**config.mk**
```make
export PLATFORM = sky130hd
export DESIGN_NAME = dct_serial_host
export DESIGN_NICKNAME = d
export VERILOG_FILES = /design/src/rtl/dct_serial_pkg.sv /design/src/rtl/dct_serial_rx.sv /design/src/rtl/dct_serial_host.sv
export SDC_FILE = /design/constraint.sdc
export NUM_CORES = 1
export LEC_CHECK = 0
export BUFFER_PORTS_ARGS = -buffer_cell sky130_fd_sc_hd__clkbuf_2
export CORE_MARGIN = 1.5
export CORE_UTILIZATION = 50
export CTS_CLUSTER_SIZE = 24
export DETAILED_ROUTE_END_ITERATION = 8
export PLACE_DENSITY_LB_ADDON = 0.25
export SLEW_MARGIN = 20
export SYNTH_ARGS = -nofsm -noshare
export SYNTH_HDL_FRONTEND = slang
export SYNTH_SLANG_ARGS = --single-unit
```
**constraint.sdc**
```tcl
create_clock -name iClk -period 4.07 [get_ports iClk]
set_input_delay 0.6105 -clock iClk [delete_from_list [all_inputs] [get_ports iClk]]
set_output_delay 0.6105 -clock iClk [all_outputs]
set_load 0.05 [all_outputs]
```
**src/rtl/dct_serial_pkg.sv**
```systemverilog
// Shared types and frame-length constants for the serial host.
// DCT_HOST_PARITY_EN adds one even-parity bit to every frame.
package dct_serial_pkg;

  typedef enum logic [1:0] {
    S_IDLE,
    S_SHIFT,
    S_GAP
  } tx_state_e;

`ifdef DCT_HOST_PARITY_EN
  localparam int PAR_BITS = 1;
`else
  localparam int PAR_BITS = 0;
`endif

  function automatic int frame_len(input int data_w);
    return data_w + PAR_BITS;
  endfunction

endpackage

```
**src/rtl/dct_serial_rx.sv**
```systemverilog
// Serial-to-parallel receiver with length (and optional parity) check.
// DCT_HOST_PARITY_EN: expects a trailing even-parity bit.
module dct_serial_rx
  import dct_serial_pkg::*;
#(
  parameter int DATA_W = 16
) (
  input  logic              iClk,
  input  logic              iRst_n,
  input  logic              iSVAL,
  input  logic              iSDAT,
  output logic              oValid,
  output logic [DATA_W-1:0] oData,
  output logic              oFrameErr
);

  localparam int FRAME_W = frame_len(DATA_W);
  localparam int CNT_W = $clog2(FRAME_W + 2);
  localparam logic [CNT_W-1:0] CNT_FULL = CNT_W'(FRAME_W);
  localparam logic [CNT_W-1:0] CNT_SAT = CNT_W'(FRAME_W + 1);

  logic [FRAME_W-1:0] r_sh;
  logic [CNT_W-1:0]   r_cnt;
  logic               r_prev;
  logic               r_valid;
  logic               r_err;
  logic [DATA_W-1:0]  r_data;
  logic               w_par_ok;

`ifdef DCT_HOST_PARITY_EN
  assign w_par_ok = ~(^r_sh);
`else
  assign w_par_ok = 1'b1;
`endif

  always_ff @(posedge iClk) begin
    if (!iRst_n) begin
      r_sh    <= '0;
      r_cnt   <= '0;
      r_prev  <= 1'b0;
      r_valid <= 1'b0;
      r_err   <= 1'b0;
      r_data  <= '0;
    end else begin
      r_prev  <= iSVAL;
      r_valid <= 1'b0;
      r_err   <= 1'b0;
      if (iSVAL) begin
        r_sh <= {r_sh[FRAME_W-2:0], iSDAT};
        if (r_cnt != CNT_SAT)
          r_cnt <= r_cnt + CNT_W'(1);
      end else if (r_prev) begin
        // Frame just closed: judge it and rearm.
        r_cnt <= '0;
        if (r_cnt == CNT_FULL && w_par_ok) begin
          r_valid <= 1'b1;
          r_data  <= r_sh[FRAME_W-1 -: DATA_W];
        end else begin
          r_err <= 1'b1;
        end
      end
    end
  end

  assign oValid    = r_valid;
  assign oData     = r_data;
  assign oFrameErr = r_err;

endmodule

```
**src/rtl/dct_serial_host.sv**
```systemverilog
// Serial host: parallel-to-serial TX FSM plus dct_serial_rx.
// DCT_HOST_PARITY_EN: TX appends an even-parity bit.
module dct_serial_host
  import dct_serial_pkg::*;
#(
  parameter int DATA_W  = 16,
  parameter int GAP_MIN = 1
) (
  input  logic              iClk,
  input  logic              iRst_n,
  input  logic              iValid,
  output logic              oReady,
  input  logic [DATA_W-1:0] iData,
  output logic              oSVAL,
  output logic              oSDAT,
  input  logic              iSVAL,
  input  logic              iSDAT,
  output logic              oValid,
  output logic [DATA_W-1:0] oData,
  output logic              oFrameErr
);

  localparam int FRAME_W = frame_len(DATA_W);
  localparam int BCNT_W = $clog2(FRAME_W + 1);

  tx_state_e           r_state;
  logic [FRAME_W-1:0]  r_sh;
  logic [BCNT_W-1:0]   r_bcnt;
  logic [3:0]          r_gcnt;
  logic                r_ready;
  logic                r_sval;
  logic                r_sdat;
  logic [FRAME_W-1:0]  w_word;
  logic                w_accept;

`ifdef DCT_HOST_PARITY_EN
  assign w_word = {iData, ^iData};
`else
  assign w_word = iData;
`endif

  assign w_accept = iValid & r_ready;

  always_ff @(posedge iClk) begin
    if (!iRst_n) begin
      r_state <= S_IDLE;
      r_sh    <= '0;
      r_bcnt  <= '0;
      r_gcnt  <= '0;
      r_ready <= 1'b0;
      r_sval  <= 1'b0;
      r_sdat  <= 1'b0;
    end else begin
      unique case (r_state)
        S_IDLE: begin
          r_ready <= 1'b1;
          if (w_accept) begin
            r_state <= S_SHIFT;
            r_ready <= 1'b0;
            r_sval  <= 1'b1;
            r_sdat  <= w_word[FRAME_W-1];
            r_sh    <= {w_word[FRAME_W-2:0], 1'b0};
            r_bcnt  <= BCNT_W'(1);
          end
        end
        S_SHIFT: begin
          if (r_bcnt == BCNT_W'(FRAME_W)) begin
            r_state <= S_GAP;
            r_sval  <= 1'b0;
            r_sdat  <= 1'b0;
            r_gcnt  <= 4'd1;
          end else begin
            r_sdat <= r_sh[FRAME_W-1];
            r_sh   <= {r_sh[FRAME_W-2:0], 1'b0};
            r_bcnt <= r_bcnt + BCNT_W'(1);
          end
        end
        S_GAP: begin
          if (r_gcnt == 4'(GAP_MIN)) begin
            r_state <= S_IDLE;
            r_ready <= 1'b1;
          end else begin
            r_gcnt <= r_gcnt + 4'd1;
          end
        end
        default: begin
          r_state <= S_IDLE;
        end
      endcase
    end
  end

  assign oReady = r_ready;
  assign oSVAL  = r_sval;
  assign oSDAT  = r_sdat;

  dct_serial_rx #(
    .DATA_W(DATA_W)
  ) u_rx (
    .iClk     (iClk),
    .iRst_n   (iRst_n),
    .iSVAL    (iSVAL),
    .iSDAT    (iSDAT),
    .oValid   (oValid),
    .oData    (oData),
    .oFrameErr(oFrameErr)
  );

endmodule

```
==> results of run 1 <==
==> cell type report <==
type                    count  area share, %
multi-input cells         229           44.8
flip-flops and latches     69           39.6
repair buffers             45           6.74
clock buffers              12           4.16
well taps                  75           2.69
clock inverters             4           1.36
inverters                   6          0.646
==> state kept, by name, indices dropped and copies added, names as in the netlist <==
name	cells
oReady	1
oSDAT	1
oSVAL	1
r_bcnt	5
r_gcnt	4
r_sh	15
r_state	2
u_rx.oData	16
u_rx.oFrameErr	1
u_rx.oValid	1
u_rx.r_cnt	5
u_rx.r_prev	1
u_rx.r_sh	16
==> cells in the mapped netlist, drive strengths merged, types with 3 or more instances <==
master	number	area [µm²]
dfxtp	69	1380
nand3	11	55.1
a31oi	5	31.3
nand2	64	240
a211oi	15	113
and2	3	18.8
or3	4	25.0
a21oi	9	45.0
o211ai	3	22.5
nand2b	3	18.8
nand4bb	4	45.0
o21a	3	22.5
o21ai	7	46.3
a311oi	14	173
inv	5	18.8
nor2	17	63.8
nor2b	5	31.3
clkbuf	10	37.5
buf	18	138
mux2i	32	320
ha	7	87.6
nand4	4	25.0
==> metrics by stage <==
stage          total power (W)  instances  hold slack [ps]
6_report               0.00143        440              456
2_1_floorplan         0.000865        332              437
5_1_grt                0.00149        440              473
3_3_place_gp          0.000889        424              445
4_1_cts                0.00144        440              461
3_5_place_dp          0.000895        424              452
==> routing by layer <==
| metal | vias up | wire, µm | part of all wire, % | global-route usage (%) |
|---|---|---|---|---|
| li1 | 1245 | - | - | - |
| met2 | 35 | 2750 | 45 | 31.9 |
| met5 | - | 0 | 0 | 0 |
| met4 | 0 | 102 | 1.7 | 7.63 |
| met3 | 9 | 208 | 3.4 | 5.82 |
| met1 | 1134 | 3030 | 50 | 24.2 |
==> report_power, final <==
part | total (W) | internal [W] | switching, W
Sequential | 0.000724 | 0.000703 | 0.0000203
Combinational | 0.000156 | 0.0000598 | 0.0000957
Clock | 0.000547 | 0.000298 | 0.000249
==> final timing paths <==
| kind | end | slack, ps | start | depth (start not counted) |
|---|---|---|---|---|
| worst min-delay path | u_rx.oData[10] | 460 | u_rx.oData[10] | 2 |
| worst max register to register | r_gcnt[1] | 1920 | r_bcnt[0] | 5 |
| worst max-delay path | r_gcnt[1] | 1920 | r_bcnt[0] | 5 |
| worst min register to register | u_rx.oData[10] | 460 | u_rx.oData[10] | 2 |
==> cells by family (layout without fill, tap and decap cells) <==
kind of cell / count (synthesis) / count (layout)
XOR/XNOR: 2 / 2
buffers and inverters: 34 / 67
AND/OR/NAND/NOR: 125 / 125
flip-flops: 69 / 69
adder cells (fa/ha/maj): 7 / 7
multiplexers: 32 / 32
AO/OA/AOI/OAI: 63 / 63
==> worst reg2reg max path, stage by stage, from the launching register on <==
cell	delay (ps)
dfxtp_1	350
inv_1	80
ha_1	160
nand4bb_1	720
o22ai_1	590
o32ai_1	120
==> results.yml, run 1 <==
sta:
  setup_ws_ps: 1920
  fin_crit_ps: 2150
  relSlewSlack_pct: 31.2
  period_share_pct: 52.7
  slew_viol_final: 0
  tightest_slew_ps: 1030
  final.setup.tns_ps: 0
  finalHoldViolations: 0
  rsz0062_at_grt: "false"
  fin_skew_ps: 6.85
  fmax_mhz: 466
  finalSetupViolCount: 0
routing:
  antenna_left: 0
  routed-via-count: 2423
  dr.pass1.iters: 4
  first_iter_violations: 104
  viasPerCell: 5.51
  drt-total-wl_um: 6090
  wl_per_cell_um: 13.8
  drc: 0
synth:
  yosys_warnings: 0
  synth_area_um2: 3130
  synth_area_per_cell_um2: 9.42
  async_reset_ff_share_pct: 0
  ys_ff_latch: 69
  synth_adder_area_share_pct: 2.80
  synth_nets: 360
  synth_simple_gate_area_share_pct: 19.6
  synth_cell_types: 44
  synth_edf_count: 0
  netlist_instances: 332
  synth_top_family_by_area: "simple AND/OR/NAND/NOR gates"
  synthMuxAreaShare_pct: 10.2
  synth_xor_area_share_pct: 0.560
  synth.yosys.seq_area_share_pct: 44.2
  synth_top_flop_cell: "dfxtp_1"
  synth_compound_area_share_pct: 16.4
setup_path:
  path_cells: "inv_1, ha_1, nand4bb_1, o22ai_1, o32ai_1"
  crit_fanout: 21
  path_class: "reg2reg"
  start_kind: "flop"
  critPathArrivalTime_ps: 2350
  cpLargestDelayFamily: "simple AND/OR/NAND/NOR gates"
  crit_path_end_kind: "flop"
  worst_ep_required_time_ps: 4280
  critPathBufInv: 1
  critPathMaxStageDelay_ps: 720
  critPathSlowestCell: "nand4bb_1"
floorplan:
  start_util_pct: 52.2
  die_y_um: 82.1
  chipWidth_um: 82.1
  coreArea_um2: 5990
  fp.dieArea_um2: 6740
  top_level_ports: 42
  rows: 28
global_route:
  grt_pass1_wl_um: 10000
  grt_max_degree: 49
  track_usage_pct: 19.6
  grt_pass1_vias: 2206
  antenna_found_initial: 0
  grt_overflow_total: 0
placed_design:
  dp_hpwl_um: 3840
  numPortBuffers: 41
  pre_cts_slack_ps: 1920
  routabilityCongestion: 0.777
  placed_area_um2: 3300
clock_tree:
  clock_latency_ps: 340
  cts_buffers: 9
  clock_path_buffers: 2
  ctsResizeCount: 0
  htree_num_levels: 3
  cts_hold_buf: 0
  clk_pin_slew_ps: 70
  cts_sinks: 69
  ctsRootBufferMaster: "clkbuf_8"
  cts_tree: "yes"
  postCtsSetupRepairBufs: 0
final_layout:
  area_growth_pct: 11.5
  final_cell_area_um2: 3490
  final_core_util_pct: 58.2
  fill_cells: 549
  diodes: 0
  multi_input_comb_area_um2: 1560
  nets: 388
  final_common_cell: "dfxtp_1"
  seq_area_um2: 1380
  layout_common_cells: "69 x dfxtp_1, 64 x nand2_1, 41 x clkbuf_2"
  drive_gt1_share_pct: 20.0
flow_run:
  maxCapViolations: 0
min_path:
  min_path_type: "reg2reg"
power:
  p_leak_nw: 1.32
  powerDensity_nw_per_um2: 409
  vdd_drop_max_mv: 0.347
status:
  outcome: "finished, final reports clean"
Power figures use the tool's default switching activity.
==> inputs of run 2 (changes only) <==
==> constraint.sdc (replaced) <==
create_clock -name iClk -period 1.73 [get_ports iClk]
set_input_delay 0.2595 -clock iClk [delete_from_list [all_inputs] [get_ports iClk]]
set_output_delay 0.2595 -clock iClk [all_outputs]
set_load 0.05 [all_outputs]
==> run 2 against run 1 <==
Net effect:
- largest power group unchanged
- sequential power up 130%
- sequential cell count did not move
- setup slack lost 1800 ps
- highest routed layer unchanged
- clock skew up 5.5 ps
- die area stayed put
- maximum frequency grew 37%
- combinational power grew to 2.6 times the previous value
- first-iteration DRC count increased by 58%
- routed wire length up 1.1%
- clock power rose to 2.7 times the previous value
- via count up 1.7%
- critical path type unchanged
==> results.yml, run 2 (synthesis results as in run 1) <==
routing:
  routed-via-count: 2463
  drc: 0
  drt-total-wl_um: 6160
  wl_per_cell_um: 13.7
  dr.pass1.iters: 4
  first_iter_violations: 164
  viasPerCell: 5.49
  antenna_left: 0
final_layout:
  fill_cells: 503
  nets: 397
  drive_gt1_share_pct: 22.5
  fin_cells: 449
  multi_input_comb_area_um2: 1560
  area_growth_pct: 15.8
  final_core_util_pct: 60.5
  seq_area_um2: 1380
  layout_common_cells: "69 x dfxtp_1, 64 x nand2_1, 41 x clkbuf_2"
  final_common_cell: "dfxtp_1"
  diodes: 0
placed_design:
  numPortBuffers: 41
  pre_cts_slack_ps: 196
  routabilityCongestion: 0.805
  dp_hpwl_um: 3980
  placed_cells: 433
sta:
  setup_ws_ps: 167
  whs_ps: 139
  final.setup.tns_ps: 0
  tightest_slew_ps: 446
  fin_crit_ps: 1560
  fmax_mhz: 640
  finalHoldViolations: 0
  fin_skew_ps: 12.4
  slew_viol_final: 0
  period_share_pct: 90.3
  rsz0062_at_grt: "false"
  relSlewSlack_pct: 70.3
  finalSetupViolCount: 0
global_route:
  grt_overflow_total: 0
  grt_pass1_wl_um: 10200
  grt_pass1_vias: 2272
  grt_max_degree: 48
  antenna_found_initial: 0
  track_usage_pct: 19.8
floorplan:
  coreArea_um2: 5990
  start_util_pct: 52.2
  rows: 28
  fp.dieArea_um2: 6740
  chipWidth_um: 82.1
  die_y_um: 82.1
  top_level_ports: 42
setup_path:
  worst_ep_required_time_ps: 1960
  critPathSlowestCell: "dfxtp_1"
  path_class: "reg2reg"
  start_kind: "flop"
  critPathArrivalTime_ps: 1790
  path_cells: "inv_1, ha_1, and4bb_2, o21ai_4, buf_12, a311oi_1"
  crit_path_end_kind: "flop"
  crit_fanout: 12
  critPathMaxStageDelay_ps: 400
clock_tree:
  cts_hold_buf: 0
  clock_path_buffers: 2
  ctsRootBufferMaster: "clkbuf_8"
  htree_num_levels: 3
  clk_pin_slew_ps: 80
  cts_buffers: 9
  cts_sinks: 69
  postCtsSetupRepairBufs: 0
  cts_tree: "yes"
  clock_latency_ps: 360
  ctsResizeCount: 0
power:
  powerDensity_nw_per_um2: 982
  vdd_drop_max_mv: 0.600
  p_leak_nw: 1.39
min_path:
  min_path_type: "in2reg"
status:
  outcome: "finished, final reports clean"
flow_run:
  maxCapViolations: 0
[run 2: cell count changes in the layout (fill, tap and decap cells not counted), sizes merged]
cell,delta
buf,+9
clkbuf,-3
bufinv,+1
clkinv,+1
inv,+1
[run 2: critical path: cells and delay by family (launching register included)]
| kind | cells | cell delay, ps |
|---|---|---|
| flip-flops | 1 | 400 |
| AO/OA/AOI/OAI | 2 | 320 |
| AND/OR/NAND/NOR | 1 | 270 |
| buffers and inverters | 2 | 240 |
| adder cells (fa/ha/maj) | 1 | 210 |
[run 2: through the flow]
step / cell area, µm² / power (W)
3_5_place_dp: 3400 / 0.00213
2_1_floorplan: 3130 / 0.00204
6_report: 3620 / 0.00356
3_3_place_gp: 3400 / 0.00212
4_1_cts: 3620 / 0.00358
5_1_grt: 3620 / 0.00370
[run 2: area by class of cell]
| class | instances | area share [%] |
|---|---|---|
| timing repair buffer | 54 | 9.39 |
| clock buffer | 9 | 3.42 |
| inverter | 6 | 0.622 |
| clock inverter | 7 | 2.73 |
| sequential | 69 | 38.1 |
| multi-input combinational | 229 | 43.1 |
| tap | 75 | 2.59 |
[run 2: routing by layer]
layer,track usage (%),wire length (µm)
met1,25.4,2970
met2,30.5,2770
met3,7.36,341
met4,6.95,76
met5,0,0
[run 2: path summary, 6_finish.rpt]
kind / from / end / slack, ps / depth (start not counted)
max reg2reg: r_bcnt[0] / r_sh[14] / 170 / 6
min: iSDAT / u_rx.r_sh[0] / 140 / 3
max: r_bcnt[0] / r_sh[14] / 170 / 6
min reg2reg: u_rx.oData[6] / u_rx.oData[6] / 460 / 2
[run 2: power by group]
| group | switching (W) | internal (W) |
|---|---|---|
| combinational | 0.000233 | 0.000165 |
| clock | 0.000641 | 0.000818 |
| sequential | 0.0000461 | 0.00165 |
| total | 0.000920 | 0.00264 |
